<file path="config.mk">
export PLATFORM = sky130hd
export DESIGN_NAME = frag_pixel_writer_flat
export DESIGN_NICKNAME = d
export VERILOG_FILES = /design/src/rtl/frag_pixel_writer_if.sv /design/src/rtl/frag_pixel_writer.sv /design/src/flat_wrapper.sv
export SDC_FILE = /design/constraint.sdc
export NUM_CORES = 1
export LEC_CHECK = 0
export ABC_AREA = 1
export CAP_MARGIN = 40
export CORE_MARGIN = 2
export CORE_UTILIZATION = 30
export CTS_CLUSTER_DIAMETER = 50
export CTS_CLUSTER_SIZE = 40
export DETAILED_ROUTE_END_ITERATION = 16
export SLEW_MARGIN = 40
export SYNTH_ARGS = -nofsm -noshare
export SYNTH_HDL_FRONTEND = slang
export SYNTH_SLANG_ARGS = --single-unit
export TNS_END_PERCENT = 50
</file>
<file path="constraint.sdc">
create_clock -name clk -period 3.3 [get_ports clk]
set_input_delay 0.66 -clock clk [delete_from_list [all_inputs] [get_ports clk]]
set_output_delay 0.66 -clock clk [all_outputs]
set_load 0.01 [all_outputs]
</file>
<file path="src/rtl/frag_pixel_writer_if.sv">
// frag_pixel_writer_if: fragment input stream and framebuffer write port of the pixel writer.
// Signals:
//   in_valid/in_rfd        fragment handshake (fragment taken when both high on a clock edge)
//   fp_x/fp_y/color        half-precision normalized coordinates and pixel data
//   fb_wr_req/fb_wr_ack    framebuffer write handshake, fb_wr_addr/fb_wr_data held while unacked
//   frag_count/idle        completed-write counter and empty-pipeline status
// Modports: slave = pixel writer side, master = fragment source / memory side.
interface frag_pixel_writer_if #(
    parameter int ADDR_W = 19
);
    logic              in_valid;
    logic              in_rfd;
    logic [15:0]       fp_x;
    logic [15:0]       fp_y;
    logic [15:0]       color;
    logic              fb_wr_req;
    logic [ADDR_W-1:0] fb_wr_addr;
    logic [15:0]       fb_wr_data;
    logic              fb_wr_ack;
    logic [15:0]       frag_count;
    logic              idle;
    modport slave (
        input  in_valid, fp_x, fp_y, color, fb_wr_ack,
        output in_rfd, fb_wr_req, fb_wr_addr, fb_wr_data, frag_count, idle
    );
    modport master (
        output in_valid, fp_x, fp_y, color, fb_wr_ack,
        input  in_rfd, fb_wr_req, fb_wr_addr, fb_wr_data, frag_count, idle
    );
endinterface

</file>
<file path="src/rtl/frag_pixel_writer.sv">
// frag_pixel_writer: converts half-precision fragment coordinates to framebuffer addresses and writes them out.
// Ports:
//   clk  rising-edge clock
//   rst  synchronous active-high reset; discards in-flight and buffered fragments
//   bus  frag_pixel_writer_if.slave: fragment stream in, framebuffer write port out, status
// Pipeline: decode (s1) -> scale/clamp (s2) -> address (s3) -> optional dedup -> FIFO -> write port.
module frag_pixel_writer #(
    parameter int FB_W       = 640,
    parameter int FB_H       = 480,
    parameter int ADDR_W     = 19,
    parameter int FIFO_DEPTH = 8,
    parameter int DEDUP      = 1
) (
    input logic                clk,
    input logic                rst,
    frag_pixel_writer_if.slave bus
);
    localparam int PW = $clog2(FIFO_DEPTH);

    // Half float to unsigned Q1.16; negatives read as 0, values >= 2 and inf/NaN saturate to 1.0.
    function automatic logic [16:0] dec(input logic [15:0] h);
        logic [4:0]  e;
        logic [16:0] sig;
        logic [16:0] w;
        e   = (h[14:10] == 5'd0) ? 5'd1 : h[14:10];
        sig = {6'd0, h[14:10] != 5'd0, h[9:0]};
        w   = (e >= 5'd9) ? (sig << (e - 5'd9)) : (sig >> (5'd9 - e));
        return h[15] ? 17'd0 : (h[14:10] > 5'd15) ? 17'h10000 : w;
    endfunction

    // floor(fix * n / 2^16) clamped to the last pixel index.
    function automatic logic [ADDR_W-1:0] scale(input logic [16:0] f, input int n);
        logic [31:0] q;
        q = 32'((64'(f) * 64'(n)) >> 16);
        return (q > 32'(n - 1)) ? ADDR_W'(n - 1) : ADDR_W'(q);
    endfunction

    logic              v1_q, v2_q, v3_q, v1_d, v2_d, v3_d;
    logic [16:0]       fx1_q, fy1_q, fx1_d, fy1_d;
    logic [15:0]       c1_q, c2_q, c3_q, c1_d, c2_d, c3_d;
    logic [ADDR_W-1:0] px2_q, py2_q, px2_d, py2_d;
    logic [ADDR_W-1:0] a3_q, a3_d, h_q, h_d;
    logic              hv_q, hv_d;
    logic [PW-1:0]     wp_q, rp_q, wp_d, rp_d;
    logic [PW:0]       cnt_q, cnt_d;
    logic [15:0]       fc_q, fc_d;
    logic [ADDR_W+15:0] mem_q [FIFO_DEPTH];
    logic              accept, push, pop;
    logic [PW+1:0]     occ;

    // Every fragment in the pipeline is reserved a FIFO slot, so the pipeline never stalls.
    assign occ            = (PW+2)'(cnt_q) + (PW+2)'(v1_q) + (PW+2)'(v2_q) + (PW+2)'(v3_q);
    assign bus.in_rfd     = occ <= (PW+2)'(FIFO_DEPTH - 1);
    assign accept         = bus.in_valid & bus.in_rfd;
    assign push           = v3_q & ~(DEDUP != 0 && hv_q && a3_q == h_q);
    assign bus.fb_wr_req  = cnt_q != '0;
    assign pop            = bus.fb_wr_req & bus.fb_wr_ack;
    // Head is masked when empty so the port reads zero instead of stale storage.
    assign {bus.fb_wr_addr, bus.fb_wr_data} = bus.fb_wr_req ? mem_q[rp_q] : '0;
    assign bus.frag_count = fc_q;
    assign bus.idle       = cnt_q == '0 && !v1_q && !v2_q && !v3_q;

    always_comb begin
        v1_d  = accept;
        fx1_d = dec(bus.fp_x);
        fy1_d = dec(bus.fp_y);
        c1_d  = bus.color;
        v2_d  = v1_q;
        px2_d = scale(fx1_q, FB_W);
        py2_d = scale(fy1_q, FB_H);
        c2_d  = c1_q;
        v3_d  = v2_q;
        a3_d  = ADDR_W'(32'(py2_q) * 32'(FB_W) + 32'(px2_q));
        c3_d  = c2_q;
        h_d   = push ? a3_q : h_q;
        hv_d  = hv_q | push;
        wp_d  = wp_q + PW'(push);
        rp_d  = rp_q + PW'(pop);
        cnt_d = cnt_q + (PW+1)'(push) - (PW+1)'(pop);
        fc_d  = fc_q + 16'(pop);
    end

    always_ff @(posedge clk) begin
        if (rst) begin
            v1_q  <= 1'b0;
            v2_q  <= 1'b0;
            v3_q  <= 1'b0;
            hv_q  <= 1'b0;
            h_q   <= '0;
            wp_q  <= '0;
            rp_q  <= '0;
            cnt_q <= '0;
            fc_q  <= '0;
        end else begin
            v1_q  <= v1_d;
            v2_q  <= v2_d;
            v3_q  <= v3_d;
            hv_q  <= hv_d;
            h_q   <= h_d;
            wp_q  <= wp_d;
            rp_q  <= rp_d;
            cnt_q <= cnt_d;
            fc_q  <= fc_d;
        end
        fx1_q <= fx1_d;
        fy1_q <= fy1_d;
        c1_q  <= c1_d;
        px2_q <= px2_d;
        py2_q <= py2_d;
        c2_q  <= c2_d;
        a3_q  <= a3_d;
        c3_q  <= c3_d;
        if (push && !rst) mem_q[wp_q] <= {a3_q, c3_q};
    end
endmodule

</file>
<file path="src/flat_wrapper.sv">
// flat-port wrapper written by rule: the top's interface ports become plain ports
module frag_pixel_writer_flat 
#(
    parameter int FB_W       = 640,
    parameter int FB_H       = 480,
    parameter int ADDR_W     = 19,
    parameter int FIFO_DEPTH = 8,
    parameter int DEDUP      = 1
)
  (clk, rst, bus_in_valid, bus_fp_x, bus_fp_y, bus_color, bus_fb_wr_ack, bus_in_rfd, bus_fb_wr_req, bus_fb_wr_addr, bus_fb_wr_data, bus_frag_count, bus_idle);
  frag_pixel_writer_if #(.ADDR_W(ADDR_W)) bus_i ();
  input logic clk;
  input logic rst;
  input wire logic [$bits(bus_i.in_valid)-1:0] bus_in_valid;
  input wire logic [$bits(bus_i.fp_x)-1:0] bus_fp_x;
  input wire logic [$bits(bus_i.fp_y)-1:0] bus_fp_y;
  input wire logic [$bits(bus_i.color)-1:0] bus_color;
  input wire logic [$bits(bus_i.fb_wr_ack)-1:0] bus_fb_wr_ack;
  output wire logic [$bits(bus_i.in_rfd)-1:0] bus_in_rfd;
  output wire logic [$bits(bus_i.fb_wr_req)-1:0] bus_fb_wr_req;
  output wire logic [$bits(bus_i.fb_wr_addr)-1:0] bus_fb_wr_addr;
  output wire logic [$bits(bus_i.fb_wr_data)-1:0] bus_fb_wr_data;
  output wire logic [$bits(bus_i.frag_count)-1:0] bus_frag_count;
  output wire logic [$bits(bus_i.idle)-1:0] bus_idle;
  assign bus_i.in_valid = bus_in_valid;
  assign bus_i.fp_x = bus_fp_x;
  assign bus_i.fp_y = bus_fp_y;
  assign bus_i.color = bus_color;
  assign bus_i.fb_wr_ack = bus_fb_wr_ack;
  assign bus_in_rfd = bus_i.in_rfd;
  assign bus_fb_wr_req = bus_i.fb_wr_req;
  assign bus_fb_wr_addr = bus_i.fb_wr_addr;
  assign bus_fb_wr_data = bus_i.fb_wr_data;
  assign bus_frag_count = bus_i.frag_count;
  assign bus_idle = bus_i.idle;
  frag_pixel_writer #(.FB_W(FB_W), .FB_H(FB_H), .ADDR_W(ADDR_W), .FIFO_DEPTH(FIFO_DEPTH), .DEDUP(DEDUP)) u_core (.clk(clk), .rst(rst), .bus(bus_i));
endmodule
</file>
# Word-level counts from Yosys, hierarchy flattened
# Memories as Yosys holds them, arrays and structs flattened. A register that Yosys moved wholly into a read port is not among the register bits.
# Cells that the tools add are included.
[op_classes] n_addsub=13 mul=3 magnitude_cmp=7 n_eq_ne=1 n_shift=4 n_mux=10 bitwise_logic=5 reduce_logical=17
[op_table] operator="17-bit two-way mux" count=4
[op_table] operator="35-bit two-way mux" count=1
[op_table] operator="11-bit by 5-bit left shift with 17-bit output" count=2
[op_table] operator="11-bit by 5-bit >> shifter with 17-bit output" count=2
[op_table] operator="17-bit by 4-bit multiplier with 21-bit output (second input constant)" count=1
[op_table] operator="17-bit by 3-bit multiplier with 20-bit output (second input constant)" count=1
[op_table] operator="19-bit adder" count=1
[op_table] operator="19-bit equality test" count=1
[op_table] operator="19-bit by 3-bit multiplier with 12-bit output (second input constant)" count=1
[op_table] operator="16-bit by 1-bit adder with 16-bit output" count=1
[op_table] operator="11-bit by 10-bit greater-than comparator with 1-bit output (second input constant)" count=1
[op_table] operator="5-bit by 1-bit adder with 5-bit output" count=2
[op_table] operator="5-bit by 4-bit greater-or-equal comparator with 1-bit output (second input constant)" count=2
[op_table] operator="10-bit by 9-bit greater-than comparator with 1-bit output (second input constant)" count=1
[op_table] operator="5-bit by 4-bit greater-than comparator with 1-bit output (second input constant)" count=2
[op_table] operator="5-bit zero test" count=2
[op_table] operator="5-bit two-way mux" count=2
[op_table] operator="5-bit nonzero test" count=2
[op_table] operator="4-bit by 5-bit subtractor with 5-bit output (first input constant)" count=2
[op_table] operator="5-bit by 4-bit subtractor with 5-bit output (second input constant)" count=2
[op_table] operator="3-bit by 1-bit adder with 3-bit output" count=2
[op_table] operator="4-bit by 1-bit adder with 5-bit output" count=1
[op_table] operator="5-bit by 3-bit <= comparator with 1-bit output (second input constant)" count=1
[op_table] operator="1-bit logical AND" count=5
[op_table] operator="11 further kinds" count=18
[word_totals] regBits=188 ram_bits=280 input_bits=52 memories=1
[mem_list] memory="u_core.mem_q" depth=8 width=35 read_ports=1 rd_clocked_by_memory_dff=1 wr=1 line="frag_pixel_writer.sv:47" text="logic [ADDR_W+15:0] mem_q [FIFO_DEPTH];"

# Longest topological paths before layout
# Gate-level depths: netlist of the first run.
[depth] ltp_word=7 ltp_mapped=19 mapped_depth_nobuf=19

# Least setup slack after synthesis of the first run
# No wires, ideal clock.
[synth_timing] kind="reg-to-reg" from="reg u_core.a3_q[3]" to="mem u_core.mem_q[0][0] in the netlist's numbering (enable)" setup_ns=0.427 t_arrival_ns=2.761 slack_ns=0.112 stages_incl_launch_ff=12 path_buffers=0 cell_sequence="dfxtp_1 > inv_1 > or2_2 > nand2_1 > nor2_1 > nand3_1 > nor2_1 > nand3_1 > nand2_1 > inv_1 > nand2_1 > nor2_1"
[synth_via] elab_chain_cells=7
[synth_rtl] item="start, declared" line="frag_pixel_writer.sv:42" text="logic [ADDR_W-1:0] a3_q, a3_d, h_q, h_d;"
[synth_rtl] item="start signal, assigned" line="frag_pixel_writer.sv:111" text="a3_q <= a3_d;"
[synth_rtl] item="19-bit equality test" line="frag_pixel_writer.sv:55" text="assign push = v3_q & ~(DEDUP != 0 && hv_q && a3_q == h_q);"
[synth_rtl] item="1-bit logical AND" line="frag_pixel_writer.sv:55"
[synth_rtl] item="1-bit inverter" line="frag_pixel_writer.sv:55"
[synth_rtl] item="1-bit AND" line="frag_pixel_writer.sv:55"
[synth_rtl] item="1-bit logical AND" line="frag_pixel_writer.sv:113" text="if (push && !rst) mem_q[wp_q] <= {a3_q, c3_q};"
[synth_rtl] item="1-bit two-way mux" line="frag_pixel_writer.sv:113"
[synth_rtl] item="1-bit two-way mux (implied by the code)" line="frag_pixel_writer.sv:113"
[synth_rtl] item="end, declared" line="frag_pixel_writer.sv:47"
# No other way between the ends.

==> results of run 1 <==
==> cell type report <==
type,count,share of cell area
tap,950,0.0452
timing repair buffer,180,0.0776
timing repair inverter,1,0.000333
clock inverter,35,0.0211
inverter,220,0.0319
clock buffer,43,0.0401
multi-input combinational,1543,0.333
sequential,451,0.450
==> state kept, by name, summed over array words and instances (netlist names), 11 cells and up <==
register               cells
u_core.mem_q             280
u_core.a3_q               19
u_core.h_q                19
u_core.fx1_q              17
u_core.fy1_q              17
u_core.bus.frag_count     16
u_core.c1_q               16
u_core.c2_q               16
u_core.c3_q               16
u_core.px2_q              11
==> through the flow <==
step	area [sq um]	TNS (ns)	util	setup WS, ns	cells
5_1_grt	26300	-0.169	0.368	-0.0861	3423
3_5_place_dp	24300	0	0.340	0.118	3331
6_report	26300	0	0.368	0.103	3423
3_3_place_gp	24300	0	0.340	0.121	3331
2_1_floorplan	21700	0	-	0.112	2305
4_1_cts	26100	-0.0379	0.365	-0.0310	3417
==> power by group <==
group	switching, W	internal [W]	total [W]
registers	0.000341	0.00637	0.00671
logic	0.00284	0.00219	0.00503
clock network	0.00263	0.00271	0.00535
==> metal layers <==
metal | share of wire | vias to the layer above | wire length [microns]
met1 | 0.46 | 7441 | 23300
li1 | - | 8122 | -
met4 | 0.023 | 0 | 1140
met5 | 0 | - | 0
met2 | 0.47 | 381 | 23700
met3 | 0.043 | 75 | 2180
==> repair_timing <==
action / 4_1_cts / 5_1_grt
buffers inserted: 3 / 3
setup endpoints to repair: 29 / 30
gates cloned: 5 / 3
pin swaps: 1 / 2
gates resized for setup: 31 / 41
==> kinds of logic after synthesis <==
family                     Yosys count
buffers and inverters              311
adders and majority gates          129
AOI/OAI and AO/OA                  398
DFF                                451
xor gates and xnor gates            41
other                                1
and+or+nand+nor                    973
==> cells in the final DEF, fill, tap and decap left out, types with 18 or more instances in the layout <==
| master | instances |
|---|---|
| a21oi_1 | 80 |
| a31oi_1 | 39 |
| buf_4 | 49 |
| clkbuf_16 | 44 |
| clkdlybuf4s50_1 | 71 |
| dfxtp_1 | 166 |
| edfxtp_1 | 280 |
| fa_1 | 35 |
| ha_1 | 93 |
| inv_1 | 195 |
| inv_2 | 22 |
| nand2_1 | 327 |
| nand3_1 | 204 |
| nand4_1 | 21 |
| nor2_1 | 336 |
| nor3_1 | 18 |
| o21ai_0 | 191 |
| o22ai_1 | 36 |
| xnor2_1 | 20 |
| xor2_1 | 19 |
==> worst paths after layout <==
| path | endpoint | startpoint | depth (start not counted) |
|---|---|---|---|
| max | bus_fb_wr_addr[3] | u_core.rp_q[0] | 8 |
| min | u_core.c3_q[1] | u_core.c2_q[1] | 0 |
| max reg2reg | u_core.py2_q[5] | u_core.fy1_q[12] | 16 |
| min reg2reg | u_core.c3_q[1] | u_core.c2_q[1] | 0 |
==> critical path: cells and delay by family, from the launching register on <==
kind	cells	cell delay, ns
AOI/OAI and AO/OA	2	0.27
buffers and inverters	4	1.04
DFF	1	0.47
and+or+nand+nor	2	0.13
==> reports/metrics.yaml, run 1 <==
yosysMostFrequentCell: "nor2_1"
yosys_warnings: 0
synth_cell_types: 51
clk_latency_ns: 0.60
synth_top_family_by_area: "simple AND/OR/NAND/NOR gates"
drt.antenna.violating_nets: 0
drt-initial-drc-count: 1043
yosys.area_share.xor_xnor: 0.0173
cts_made_buffers: 42
multi_input_area_sq_um: 8760
use_met1: 0.180
cp.arrival_ns: 2.54
syn_inst: 2304
regArea_sq_um: 11800
synthAdderAreaFrac: 0.0867
via_per_inst: 4.68
die_h_microns: 273
synth_simple_gate_area_frac: 0.194
postCtsHoldBufs: 0
synthArstFlopShare: 0
p_leak_nw: 10.6
synth_edf_count: 280
cts.clk_slew.worst_paths_ns: 0.09
fin_nets: 2620
wirelength_microns: 50300
antenna_cells: 0
hold_viol_final: 0
min_period_ns: 3.20
rsz0062_at_grt: "yes"
critPathCaptureType: "output port"
setup_viol: 0
seq_area_frac_synth: 0.546
synth_compound_area_frac: 0.0999
die_area_sq_um: 74300
critPathMaxStageDelay_ns: 0.53
worstSetupStartpointType: "register"
start_util: 0.303
synth_area_leader_cell: "edfxtp_1"
synth-seq-cells: 451
dr.pass1.iters: 7
power_w: 0.0171
grt_overflow_total: 0
grt_use_total: 0.135
post_synth.cell_area_avg_sq_um: 9.40
cp.required_ns: 2.64
ys.flop_type: "edfxtp_1"
vias: 16000
drv_cap: 0
met2_usage: 0.228
cp_slowest_cell: "clkdlybuf4s50_1"
skew_ns: 0.0502
synth.mux.area_fraction: 0
powerDensity_nw_per_um2: 650
fin_crit_sh: 0.969
grt_max_degree: 49
reg2reg_slack_ns: 0.21
grt_pass1_vias: 15400
gp_congestion: 0.910
core_area_sq_um: 71500
critPathMaxFanout: 23
drc: 0
hold_path_class: "reg2reg"
clk_path_buf_depth: 3
worst_ir_drop_vdd_mv: 0.487
fmax_ghz: 0.313
yosys-top-cells-count: "nor2_1 (345), nand2_1 (329), edfxtp_1 (280)"
critPathMostFrequentCell: "nor2_1"
hpwl_microns: 32100
cts.sinks: 451
synth_top_area_frac: 0.388
io_buffers: 105
crit_type: "reg2out"
avgRoutedWirePerCell_microns: 14.7
use_met3: 0.0199
finalHoldWorstSlack_ns: 0.311
grt_antenna_before_repair: 0
maxSlewViolCount: 0
netlist_top_cells_area: "edfxtp_1 (39%), dfxtp_1 (16%), nor2_1 (6.0%)"
area_growth_pct: 21.4
row_count: 98
fillers: 7093
status: "completed"
grt_busiest_layer: "met2"
cts_tree: "done"
path_cells: "buf_12 -> clkbuf_16 -> nor2_1 -> nor2_1 -> o21ai_0 -> a31oi_1 -> buf_4 -> clkdlybuf4s50_1"
grt_pass1_wl_microns: 81500
drive_gt1_frac: 0.0970
htree_levels: 2
die_x_microns: 273
pin_count: 106
synth.cell_area_sq_um: 21700
cts_root_buf: "clkbuf_16"
Note: power is estimated with default switching activity, not from simulation.
==> run 2, diff against run 1 <==
--- a/config.mk
+++ b/config.mk
@@ -7,8 +7,9 @@
 export LEC_CHECK = 0
 export ABC_AREA = 1
 export CAP_MARGIN = 40
+export CORE_ASPECT_RATIO = 0.75
 export CORE_MARGIN = 2
-export CORE_UTILIZATION = 30
+export CORE_UTILIZATION = 40
 export CTS_CLUSTER_DIAMETER = 50
 export CTS_CLUSTER_SIZE = 40
 export DETAILED_ROUTE_END_ITERATION = 16
==> run 2 against run 1 <==
Core utilization up 11 points. Register-to-register slack better by 0.05 ns. Final area down 2.9%. Critical path depth down 2. Sequential power about the same. Via count up 2.3%. Power down 4.2%. Count of clock-buffer cells in the layout down 1. Worst setup slack worse by 0.029 ns. Hold slack worse by 0.016 ns. Combinational power down 5.4%. Critical endpoint is now bus_idle. Largest power group unchanged. Highest routed layer unchanged.
==> reports/metrics.yaml, run 2 (synthesized netlist as in run 1, its figures left out) <==
worst_ir_drop_vdd_mv: 0.479  # -1.8%
cts.sinks: 451  # unchanged
htree_levels: 2  # unchanged
pwr-share-comb: 0.291  # -0.003
final.setup.worst_slack_ns: 0.0737  # -0.0291 ns
top_regs: "u_core.mem_q x280, u_core.a3_q x19, u_core.h_q x19"
setup_tns_ns: 0  # unchanged
pin_count: 106  # unchanged
crit_buf_inv: 3  # -1
die_x_microns: 273  # unchanged
dr.pass1.iters: 6  # -1
hpwl_microns: 32800  # +2.2%
die_area_sq_um: 56000  # -25%
min_period_ns: 3.23  # +0.0291 ns
fin_crit_sh: 0.978  # +0.00882
p_leak_nw: 10.4  # -1.8%
wirelength_microns: 51900  # +3.1%
start_util: 0.407  # +0.104
vias: 16400  # +2.3%
clk_path_buf_depth: 3  # unchanged
fin_nets: 2597  # -0.88%
critPathMaxStageDelay_ns: 0.60  # +0.07 ns
reg2reg_slack_ns: 0.26  # +0.05 ns
worstSetupStartpointType: "register"
clk_latency_ns: 0.60  # about the same
cp.required_ns: 2.64  # about the same
cts.clk_slew.worst_paths_ns: 0.09  # about the same
cp.arrival_ns: 2.57  # +0.03 ns
mostFrequentLayoutCells: "nor2_1 (336), nand2_1 (326), edfxtp_1 (280)"
power_switching_w: 0.00559  # -3.8%
via_per_inst: 5.19  # +11%
status: "completed"
utilization: 0.479  # +0.112
maxSlewViolCount: 0  # unchanged
fillers: 4882  # -31%
worstMarginPinSlew_ns: 0.521
antenna_cells: 0  # unchanged
path_delay_family: "buffers and inverters"
critPathMaxFanout: 6  # -74%
avgRoutedWirePerCell_microns: 16.4  # +12%
drt-initial-drc-count: 1298  # +24%
power.internal_w: 0.0108  # -4.5%
seqPwrFrac: 0.412  # +0.019
drv_cap: 0  # unchanged
place_ws_ns: 0.0782  # -0.0396 ns
crit_type: "reg2out"
drt.antenna.violating_nets: 0  # unchanged
grt_pass1_vias: 15800  # +2.9%
core_area_sq_um: 53200  # -26%
row_count: 73  # -26%
max_slew_margin: 0.652
skew_ns: 0.0445  # -0.00564 ns
drc: 0  # unchanged
fmax_ghz: 0.310  # -0.90%
cts_root_buf: "clkbuf_16"
grt_use_total: 0.188  # +0.0528
cp_slowest_cell: "clkdlybuf4s50_1"
powerDensity_nw_per_um2: 641  # -1.4%
path_cells: "inv_1 -> ha_2 -> nand3_4 -> buf_4 -> nor4_1 -> clkdlybuf4s50_1"
p_sw_frac: 0.342  # +0.00150
largest_reg_flops: 280  # unchanged
pwr-share-clk: 0.297  # -0.016
io_buffers: 105  # unchanged
largest-register: "u_core.mem_q"
fin_cells: 3158  # -7.7%
grt_antenna_before_repair: 1  # +1
die_h_microns: 205  # -25%
critPathCaptureType: "output port"
setup_viol: 0  # unchanged
postCtsHoldBufs: 0  # unchanged
cts_tree: "done"
hold_viol_final: 0  # unchanged
area_growth_pct: 17.9
grt_overflow_total: 0  # unchanged
drive_gt1_frac: 0.0904  # -0.00670
final_common_cell: "nor2_1"
grt_pass1_wl_microns: 83700  # +2.8%
power_w: 0.0164  # -4.2%
placed_cells: 3079  # -7.6%
gp_congestion: 0.888  # -2.5%
hold_path_class: "reg2reg"
rsz0062_at_grt: "yes"
grt_max_degree: 71  # +45%
cts_made_buffers: 38  # -9.5%
[run 2: cell count changes in the layout (fill, tap and decap cells not counted), moves of 4 or more]
cell | previous run | this run
buf_4 | 49 | 37
clkinv_8 | 11 | 7
dlygate4sd2_1 | 15 | 8
dlymetal6s2s_1 | 17 | 23
inv_1 | 195 | 191
inv_16 | 5 | 1
inv_6 | 7 | 3
[run 2: power by group through the flow]
stage,Combinational (W),Clock [W],Sequential (W)
floorplan,0.00270,0,0.00668
global placement,0.00445,0,0.00685
detailed placement,0.00449,0,0.00687
CTS,0.00478,0.00500,0.00674
global route,0.00528,0.00519,0.00678
finish,0.00476,0.00486,0.00674
[run 2: timing repair]
| item | in CTS | in global routing |
|---|---|---|
| gates resized for setup | 21 | 53 |
| setup endpoints to repair | 36 | 38 |
| pin swaps | 1 | 2 |
| cloned | 4 | 0 |
| buffers inserted | 4 | 1 |
[run 2: area by class of cell]
cell class	count	area [sq um]	share of cell area
flip-flops and latches	451	11800	0.464
well taps	712	891	0.0349
repair buffers	161	1790	0.0700
multi-input cells	1544	8780	0.344
clock buffers	42	1030	0.0403
clock inverters	28	363	0.0142
inverters	220	833	0.0326
[run 2: worst paths after layout]
check	startpoint	end	cells after the start
worst max-delay path	u_core.cnt_q[2]	bus_idle	6
worst min-delay path	u_core.px2_q[2]	u_core.a3_q[2]	0
worst max register to register	u_core.fy1_q[3]	u_core.py2_q[5]	16
worst min register to register	u_core.px2_q[2]	u_core.a3_q[2]	0
[run 2: layer usage]
layer  vias to the layer above  GRT usage  wire length (microns)
li1                       8080          -                      -
met1                      7794      0.265                  24600
met4                         0     0.0583                   1200
met3                        75     0.0300                   3100
met2                       444      0.296                  22900
met5                         -          0                      0
[run 2: through the flow]
step / area (sq um) / hold WS [ns]
floorplan: 21700 / 0.310
global placement: 23800 / 0.310
detailed placement: 23800 / 0.312
CTS: 25400 / 0.296
global route: 25500 / 0.295
finish: 25500 / 0.295
==> run 3, diff against run 2 <==
--- a/config.mk
+++ b/config.mk
@@ -9,10 +9,11 @@
 export CAP_MARGIN = 40
 export CORE_ASPECT_RATIO = 0.75
 export CORE_MARGIN = 2
-export CORE_UTILIZATION = 40
+export CORE_UTILIZATION = 45
 export CTS_CLUSTER_DIAMETER = 50
 export CTS_CLUSTER_SIZE = 40
 export DETAILED_ROUTE_END_ITERATION = 16
+export RECOVER_POWER = 100
 export SLEW_MARGIN = 40
 export SYNTH_ARGS = -nofsm -noshare
 export SYNTH_HDL_FRONTEND = slang
==> run 3 against run 2 <==
First-iteration DRC count fell by 3.2%. Clock power grew 0.8%. Sequential power is 0.9% lower. Register-to-register slack barely moved. Non-clock buffer count increased by 14. Combinational power is 1% higher. Largest cell class unchanged. Largest power group unchanged.
==> reports/metrics.yaml, run 3 (synthesized netlist as in run 1, its figures left out) <==
row_count: 69  # -5.5%
reg2reg_slack_ns: 0.25  # about the same
vias: 16200  # -0.90%
cp.arrival_ns: 2.56  # about the same
worstSetupStartpointType: "register"
cts_tree: "done"
grt_use_total: 0.204  # +0.0168
pin_count: 106  # unchanged
clk_path_buf_depth: 3  # unchanged
rsz0062_at_grt: "yes"
critPathMaxStageDelay_ns: 0.60  # about the same
avgRoutedWirePerCell_microns: 16.8  # +2.3%
path_cells: "inv_1 -> ha_1 -> nand3_4 -> buf_12 -> o21ai_0 -> a31oi_2 -> clkdlybuf4s50_1"
cts_made_buffers: 37  # -2.6%
antenna_cells: 0  # unchanged
grt_antenna_before_repair: 1  # unchanged
fin_crit_sh: 0.975  # -0.00241
max_slew_margin: 0.378  # -0.275
fin_nets: 2609  # +0.46%
fmax_ghz: 0.311  # +0.25%
grt_pass1_vias: 15400  # -2.4%
start_util: 0.457  # +0.0502
die_h_microns: 194  # -5.6%
setup_viol: 0  # unchanged
drt-initial-drc-count: 1257  # -3.2%
area_growth_pct: 17.0
fillers: 4149  # -15%
worstMarginPinSlew_ns: 0.933  # +0.413 ns
die_area_sq_um: 49900  # -11%
wirelength_microns: 52000  # +0.31%
path_delay_family: "buffers and inverters"
skew_ns: 0.0409  # -0.00359 ns
hold_end: "u_core.a3_q[4]"
crit_buf_inv: 3  # unchanged
ff2ff_path_depth: 16  # unchanged
hold_path_class: "reg2reg"
critPathCaptureType: "output port"
status: "completed"
io_buffers: 105  # unchanged
cp_num_cells: 7  # +1
p_leak_nw: 10.3  # -1.2%
reg2reg_from: "u_core.fy1_q[12]"
finalInstanceArea_sq_um: 25300  # -0.74%
powerDensity_nw_per_um2: 647  # +1.0%
multi_input_area_sq_um: 8710  # -0.80%
crit_type: "reg2out"
largest_reg_flops: 280  # unchanged
hp-start: "u_core.px2_q[4]"
cts.clk_slew.worst_paths_ns: 0.09  # about the same
drv_cap: 0  # unchanged
hpwl_microns: 33800  # +3.0%
largest-register: "u_core.mem_q"
critPathMaxFanout: 9  # +3
cts_root_buf: "clkbuf_16"
maxSlewViolCount: 0  # unchanged
via_per_inst: 5.25  # +1.1%
drc: 0  # unchanged
final_common_cell: "nor2_1"
grt_overflow_total: 0  # unchanged
core_area_sq_um: 47400  # -11%
die_x_microns: 257  # -5.6%
clk_latency_ns: 0.58  # -0.02 ns
hold_viol_final: 0  # unchanged
min_period_ns: 3.22  # -0.00795 ns
cts.sinks: 451  # unchanged
mostFrequentLayoutCells: "nor2_1 (344), nand2_1 (327), edfxtp_1 (280)"
regArea_sq_um: 11800  # about the same
post_dp_cell_area_sq_um: 23900  # +0.22%
dr.pass1.iters: 5  # -1
drive_gt1_frac: 0.0855  # -0.00488
grt_pass1_wl_microns: 82700  # -1.3%
cp_slowest_cell: "clkdlybuf4s50_1"
htree_levels: 2  # unchanged
finalHoldWorstSlack_ns: 0.296  # +0.000919 ns
whs_path_depth: 0  # unchanged
gp_congestion: 0.921  # +3.7%
grt_max_degree: 71  # unchanged
top_regs: "u_core.mem_q x280, u_core.a3_q x19, u_core.h_q x19"
rr_endpoint: "u_core.py2_q[5]"
worst_ir_drop_vdd_mv: 0.380  # -21%
drt.antenna.violating_nets: 0  # unchanged
cp.required_ns: 2.64  # about the same
## run 3: changes by cell type in the layout (fill, tap and decap cells not counted), moves of 5 or more
| cell | change |
|---|---|
| dlygate4sd3_1 | +37 |
| clkdlybuf4s50_1 | -33 |
| clkbuf_4 | +8 |
| nor2_4 | -5 |
| dlygate4sd2_1 | +9 |
| buf_12 | -5 |
| dlymetal6s2s_1 | -18 |
| nor2_1 | +8 |
| clkbuf_1 | +11 |
## run 3: repair_timing
action | in CTS | in global routing
buffers inserted | 3 | 1
pin swaps | 0 | 1
gates resized for setup | 29 | 45
endpoints found under the setup margin | 34 | 28
gates cloned | 2 | 3
hold buffers | 0 | 0
## run 3: cell type report
type                            instances  share of cell area
Timing Repair Buffer                  175              0.0696
Tap cell                              639              0.0315
Inverter                              220              0.0329
Clock buffer                           40              0.0387
Clock inverter                         28              0.0161
Sequential cell                       451               0.467
Multi-Input combinational cell       1543               0.344
## run 3: routing by layer
metal | part of all wire | track usage | vias up
met3 | 0.051 | 0.0293 | 64
li1 | - | - | 8088
met1 | 0.49 | 0.300 | 7683
met2 | 0.45 | 0.326 | 411
met4 | 0.015 | 0.0385 | 0
met5 | 0 | 0 | -
## run 3: worst register-to-register path, stage by stage, from the launching register on
cell and delay, ns:
dfxtp_1 0.33, inv_1 0.16, fa_1 0.47, fa_1 0.51
inv_1 0.04, ha_2 0.36, nand2_1 0.10, inv_1 0.09
nand3_1 0.09, nor3_1 0.17, nand2_1 0.12, nand2_1 0.07
nand2_1 0.05, nand2_1 0.11, nand3_2 0.16, nand2_1 0.09
nor2_1 0.04
## run 3: metrics by stage
| stage | setup WS [ns] | power [W] | util | setup TNS [ns] | instances |
|---|---|---|---|---|---|
| floorplan | 0.112 | 0.00938 | - | 0 | 2305 |
| global placement | 0.0901 | 0.0114 | 0.504 | 0 | 3019 |
| detailed placement | 0.0125 | 0.0115 | 0.504 | 0 | 3019 |
| CTS | 0.00501 | 0.0165 | 0.536 | 0 | 3092 |
| global route | -0.0653 | 0.0173 | 0.535 | -0.467 | 3096 |
| finish | 0.0816 | 0.0164 | 0.535 | 0 | 3096 |
## run 3: how the worst max path moves through the flow
stage	startpoint	to	slack, ns
5_1_grt	u_core.fy1_q[13]	u_core.py2_q[5]	-0.07
4_1_cts	u_core.cnt_q[2]	bus_fb_wr_data[8]	0.005
3_5_place_dp	u_core.fy1_q[3]	u_core.py2_q[5]	0.01
6_report	u_core.cnt_q[2]	bus_fb_wr_addr[2]	0.08
2_1_floorplan	u_core.a3_q[3]	u_core.mem_q[0][0]	0.11
3_3_place_gp	u_core.fy1_q[3]	u_core.py2_q[5]	0.09
## run 3: where the power goes
group | internal [W] | switching [W] | leakage (nW)
Clock | 0.00247 | 0.00243 | 0.671
Combinational | 0.00198 | 0.00285 | 5.70
Sequential | 0.00637 | 0.000317 | 3.94
Total | 0.0108 | 0.00560 | 10.3
